## config.mk

```make
export PLATFORM = sky130hd
export DESIGN_NAME = contador_programa_pila
export DESIGN_NICKNAME = d
export VERILOG_FILES = /design/src/rtl/paquete_ud.sv /design/src/rtl/pila_retorno.sv /design/src/rtl/contador_programa_pila.sv
export SDC_FILE = /design/constraint.sdc
export NUM_CORES = 1
export LEC_CHECK = 0
export ABC_AREA = 0
export BUFFER_PORTS_ARGS = -buffer_cell sky130_fd_sc_hd__clkbuf_2
export CAP_MARGIN = 10
export CORE_MARGIN = 2
export CORE_UTILIZATION = 52
export DETAILED_ROUTE_END_ITERATION = 7
export PLACE_DENSITY_LB_ADDON = 0.3
export SKIP_LAST_GASP = 1
export SLEW_MARGIN = 20
export SYNTH_ARGS = -nofsm -noshare
export SYNTH_HDL_FRONTEND = slang
export SYNTH_SLANG_ARGS = --single-unit
```

## constraint.sdc

```tcl
create_clock -name Reloj -period 2.23 [get_ports Reloj]
set_input_delay 0.446 -clock Reloj [delete_from_list [all_inputs] [get_ports Reloj]]
set_output_delay 0.446 -clock Reloj [all_outputs]
set_load 0.005 [all_outputs]
```

## src/rtl/paquete_ud.sv

```systemverilog
// Shared definitions for the program counter: datapath width and the resolved
// per-cycle operation that both the PC and its return stack act on.
package paquete_ud;

    localparam int ANCHO_PALABRA = 16;

    typedef enum logic [2:0] {
        OP_NADA,
        OP_INC,
        OP_CARGA,
        OP_LLAMADA,
        OP_RETORNO
    } operacion_t;

    // Strobe priority: return beats call, call beats jump, jump beats increment.
    function automatic operacion_t resolver(
        input logic retornar,
        input logic llamar,
        input logic cargar,
        input logic incrementar
    );
        if (retornar)         return OP_RETORNO;
        else if (llamar)      return OP_LLAMADA;
        else if (cargar)      return OP_CARGA;
        else if (incrementar) return OP_INC;
        else                  return OP_NADA;
    endfunction

endpackage

```

## src/rtl/pila_retorno.sv

```systemverilog
// Hardware return-address LIFO. Refuses a push when full and a pop when empty,
// and reports each refused request for one cycle so the caller can flag it.
module pila_retorno
    import paquete_ud::*;
#(
    parameter int ANCHO       = ANCHO_PALABRA,
    parameter int PROFUNDIDAD = 4,
    localparam int IW         = $clog2(PROFUNDIDAD),
    localparam int NW         = IW + 1
) (
    input  logic             Reloj,
    input  logic             Reset_n,
    input  logic             push,
    input  logic             pop,
    input  logic [ANCHO-1:0] dato,
    output logic [ANCHO-1:0] tope,
    output logic [NW-1:0]    nivel,
    output logic             llena,
    output logic             vacia,
    output logic             desborde,
    output logic             subdesborde
);

    logic [ANCHO-1:0] memoria [PROFUNDIDAD];
    logic [IW-1:0]    indice_push;
    logic [IW-1:0]    indice_tope;

    assign llena       = (nivel == NW'(PROFUNDIDAD));
    assign vacia       = (nivel == '0);
    assign desborde    = push & llena;
    assign subdesborde = pop & vacia;

    // Indices are only meaningful when not full (push) or not empty (pop).
    assign indice_push = IW'(nivel);
    assign indice_tope = IW'(nivel - NW'(1));
    assign tope        = memoria[indice_tope];

    // NOTE: sequential state uses non-blocking assignments so every register
    // samples the pre-edge values of its neighbours, independent of block order.
    always_ff @(posedge Reloj or negedge Reset_n) begin
        if (!Reset_n) begin
            nivel <= '0;
        end else if (push && !llena) begin
            nivel <= nivel + NW'(1);
        end else if (pop && !vacia) begin
            nivel <= nivel - NW'(1);
        end
    end

    // NOTE: the storage array is deliberately not reset; an empty level makes
    // its contents unreachable, and leaving it unreset lets it map onto plain RAM.
    always_ff @(posedge Reloj) begin
        if (push && !llena) begin
            memoria[indice_push] <= dato;
        end
    end

endmodule

```

## src/rtl/contador_programa_pila.sv

```systemverilog
// 16-bit program counter with a return stack: increment, jump, call and return,
// with a sticky error flag for stack overflow or underflow.
module contador_programa_pila
    import paquete_ud::*;
#(
    parameter int                  ANCHO        = ANCHO_PALABRA,
    parameter int                  PROFUNDIDAD  = 4,
    parameter logic [ANCHO-1:0]    VECTOR_RESET = '0,
    parameter int                  INCREMENTO   = 1,
    localparam int                 NW           = $clog2(PROFUNDIDAD) + 1
) (
    input  logic             Reloj,
    input  logic             Reset_n,
    input  logic             Habilitar,
    input  logic [ANCHO-1:0] Entrada,
    input  logic             Incrementar,
    input  logic             Cargar,
    input  logic             Llamar,
    input  logic             Retornar,
    output logic [ANCHO-1:0] Salida,
    output logic [NW-1:0]    Nivel,
    output logic             PilaVacia,
    output logic             PilaLlena,
    output logic             Error
);

    localparam logic [ANCHO-1:0] PASO = ANCHO'(INCREMENTO);

    operacion_t       op;
    logic [ANCHO-1:0] siguiente;
    logic [ANCHO-1:0] tope;
    logic             desborde;
    logic             subdesborde;

    // NOTE: every always_comb output gets a default first, so no path through
    // the block can leave it unassigned and infer a latch.
    always_comb begin
        op = OP_NADA;
        if (Habilitar) begin
            op = resolver(Retornar, Llamar, Cargar, Incrementar);
        end
    end

    // Wraps modulo 2^ANCHO; also the return address pushed by a call.
    assign siguiente = Salida + PASO;

    pila_retorno #(
        .ANCHO       (ANCHO),
        .PROFUNDIDAD (PROFUNDIDAD)
    ) u_pila (
        .Reloj       (Reloj),
        .Reset_n     (Reset_n),
        .push        (op == OP_LLAMADA),
        .pop         (op == OP_RETORNO),
        .dato        (siguiente),
        .tope        (tope),
        .nivel       (Nivel),
        .llena       (PilaLlena),
        .vacia       (PilaVacia),
        .desborde    (desborde),
        .subdesborde (subdesborde)
    );

    always_ff @(posedge Reloj or negedge Reset_n) begin
        if (!Reset_n) begin
            Salida <= VECTOR_RESET;
            Error  <= 1'b0;
        end else begin
            unique case (op)
                OP_INC:   Salida <= siguiente;
                OP_CARGA: Salida <= Entrada;
                OP_LLAMADA: begin
                    if (desborde) Error  <= 1'b1;
                    else          Salida <= Entrada;
                end
                OP_RETORNO: begin
                    if (subdesborde) Error  <= 1'b1;
                    else             Salida <= tope;
                end
                default: ;
            endcase
        end
    end

endmodule

```

==> results.yml <==
sta:
  min_period_over_period_pct: 93.8
  fin_skew_ns: 0.0142
  min_period_ns: 2.09
  worst_slew_pin_slew_ns: 0.619
  slew_violations: 0
  finalHoldViolations: 0
  max_freq_ghz: 0.478
  rsz0062_at_grt: "yes"
  max-slew-margin-rel_pct: 58.8
  finalSetupViolations: 0
placement:
  io_buffer_count: 44
  dpl.cell_count: 414
  place_hpwl_um: 5780
  gp_congestion: 0.833
cts:
  cts_max_level: 3
  postCtsHoldBufs: 0
  cts_tree: "done"
  clockBufferDepth: 2
  cts-root-buf: "clkbuf_8"
  clk_pin_slew_ns: 0.10
  clock_latency_ns: 0.36
  cts_made_buffers: 9
  clock_sinks: 84
drt:
  drt_iter0_markers: 260
  vias_per_cell: 5.91
  num_vias: 2551
  ant_nets: 0
  drc: 0
  dr.pass1.iters: 5
  wl_per_cell_um: 20.0
  totalWireLength_um: 8650
die:
  die-width_um: 89.9
  ios: 45
  row_count: 31
  die-area_mm2: 0.00807
  core_region_area_mm2: 0.00718
  die_h_um: 89.9
  initial_utilization_pct: 53.4
worst_setup_path:
  crit_chain: "ha_1 -> nand4_1 -> nor4_2 -> and3_2 -> xor2_2"
  slowest_stage: "dfrtp_1"
  worst_path_largest_cell_delay_ns: 0.46
  worstPathArrival_ns: 2.26
  crit_type: "reg -> reg"
  end_kind: "flop"
  crit_buf_inv: 0
  worst_setup_path_start_kind: "flop"
  cpLargestDelayFamily: "simple AND/OR/NAND/NOR gates"
  cp.required_ns: 2.40
  critPathMaxFanout: 5
layout:
  seq_area_mm2: 0.00242
  insertedDiodeCount: 0
  fin_cells: 432
  final_common_cell: "edfxtp_1"
  layout_common_cells: "64 x edfxtp_1, 44 x clkbuf_2, 24 x nor2_1"
  drive_gt1_share_pct: 30.3
  final_util_pct: 62.8
  multi_input_area_mm2: 0.00134
  final_nets: 358
  area_growth_pct: 17.7
  fill_cells: 541
global_routing:
  grt-ovfl-total: 0
  grt_max_degree: 21
  grt_use_total_pct: 22.3
  grt_pass1_wl_um: 13600
  grt_pass1_vias: 2539
  antenna_found_initial: 0
synth:
  yosys_register_bits: 84
  syn_nets: 299
  synthesis.instances: 269
  synth_top_area_share_pct: 50.1
  ys_types: 40
  synth-main-ff-cell: "edfxtp_1"
  ys_seq_area_share_pct: 63.2
  synth_area_leaders: "edfxtp_1 50%, dfrtp_1 13%, mux4_2 6.5%"
  syn_area_mm2: 0.00383
  yosys.area.top_type: "edfxtp_1"
  async_flop_share_pct: 23.8
  synth-edff-count: 64
  yosys_warnings: 0
  avgSynthCellArea_um2: 14.2
power_and_ir_drop:
  pwr-share-comb_pct: 34.6
  p_seq_share_pct: 43.6
  power_density_mw_per_mm2: 1260
  p_int_mw: 3.68
  p_leak_nw: 1.75
  switching_share_pct: 35.0
  finalPower_mw: 5.67
  irDropWorstVdd_mv: 0.505
  switching_power_mw: 1.98
  pwr-share-clk_pct: 21.9
job:
  max_cap_violations: 0
worst_hold_path:
  hold_class: "in -> async"
outcome:
  outcome: "complete, no violations"
logic make-up (layout without fill, tap and decap cells):
family	Yosys count	count (layout)	share of synthesized area (%)
AOI/OAI and AO/OA	56	56	9.89
muxes	22	22	9.34
adders and majority gates	7	7	2.29
DFF	84	84	63.2
and+or+nand+nor	66	66	9.44
buffers and inverters	19	83	2.42
xor gates and xnor gates	15	15	3.43
cell type report:
cell class                 instances  area share (%)
clock buffer                       9            2.75
timing repair buffer              61            8.27
tap                               99            2.75
clock inverter                     7            2.36
inverter                           6           0.499
sequential                        84            53.7
multi-input combinational        166            29.7
layer usage:
metal  vias to the layer above  track usage (%)  wire length (um)
met1                      1276             31.2              3790
li1                       1160                -                 -
met2                       100             34.8              4160
met4                         0             9.87               157
met5                         -                0                 0
met3                        15             4.02               541
flip-flops by register name, summed over array words and instances (netlist names):
register and flops:
u_pila.memoria 64, Error 1, Salida 16, u_pila.nivel 3
metrics by stage:
step                setup WS (ns)  area [um2]  hold slack [ns]  setup TNS [ns]
floorplan                 -0.0119        3840            0.150          -0.190
global placement            0.227        4250            0.454               0
detailed placement          0.177        4250            0.463               0
CTS                         0.141        4480           0.0891               0
global route              -0.0231        4510           0.0998         -0.0644
finish                      0.139        4510           0.0804               0
final timing paths:
kind	cells past startpoint	start	slack [ns]	to
setup / recovery	5	Salida[0]	0.14	u_pila.memoria[3][14]
hold / removal	1	Reset_n	0.08	Salida[7]
setup reg to reg	5	Salida[0]	0.14	u_pila.memoria[3][14]
hold reg to reg	1	Error	0.48	Error
max in group asynchronous	1	Reset_n	1.75	Salida[15]
min in group Reloj	3	Entrada[2]	0.38	Salida[2]
timing repair:
item / 4_1_cts / 5_1_grt
endpoints found under the setup margin: 0 / 7
resized for setup: 0 / 2
hold endpoints to repair: 0 / 0
buffers inserted: 0 / 2
worst reg2reg max path, delay by kind of cell, from the launching register on:
kind                     cells  cell delay (ns)
AND/OR/NAND/NOR              3             0.95
flip-flops                   1             0.46
adder cells (fa/ha/maj)      1             0.26
XOR/XNOR                     1             0.23
cell usage after synthesis (2+ instances only):
| cell | n |
|---|---|
| a21o_1 | 2 |
| a21oi_1 | 9 |
| a221oi_1 | 6 |
| a222oi_1 | 6 |
| a22o_1 | 2 |
| a22oi_1 | 4 |
| and2_1 | 5 |
| buf_2 | 5 |
| buf_6 | 2 |
| clkbuf_1 | 6 |
| dfrtp_1 | 20 |
| edfxtp_1 | 64 |
| ha_1 | 7 |
| inv_1 | 6 |
| mux2i_1 | 11 |
| mux4_2 | 11 |
| nand2_1 | 17 |
| nand3_1 | 4 |
| nand4_1 | 2 |
| nor2_1 | 24 |
| nor3_1 | 2 |
| nor4_1 | 2 |
| o21ai_0 | 14 |
| o21ai_1 | 2 |
| o22ai_1 | 5 |
| o31ai_1 | 4 |
| xnor2_1 | 6 |
| xor2_1 | 9 |
power by group through the flow:
stage / Combinational (mW) / Sequential [mW] / Clock [mW]
2_1_floorplan: 1.36 / 2.43 / 0
3_3_place_gp: 1.91 / 2.48 / 0
3_5_place_dp: 1.94 / 2.49 / 0
4_1_cts: 1.95 / 2.46 / 1.25
5_1_grt: 2.15 / 2.51 / 1.32
6_report: 1.96 / 2.47 / 1.24
No activity file was read; power rests on OpenSTA's default activity.
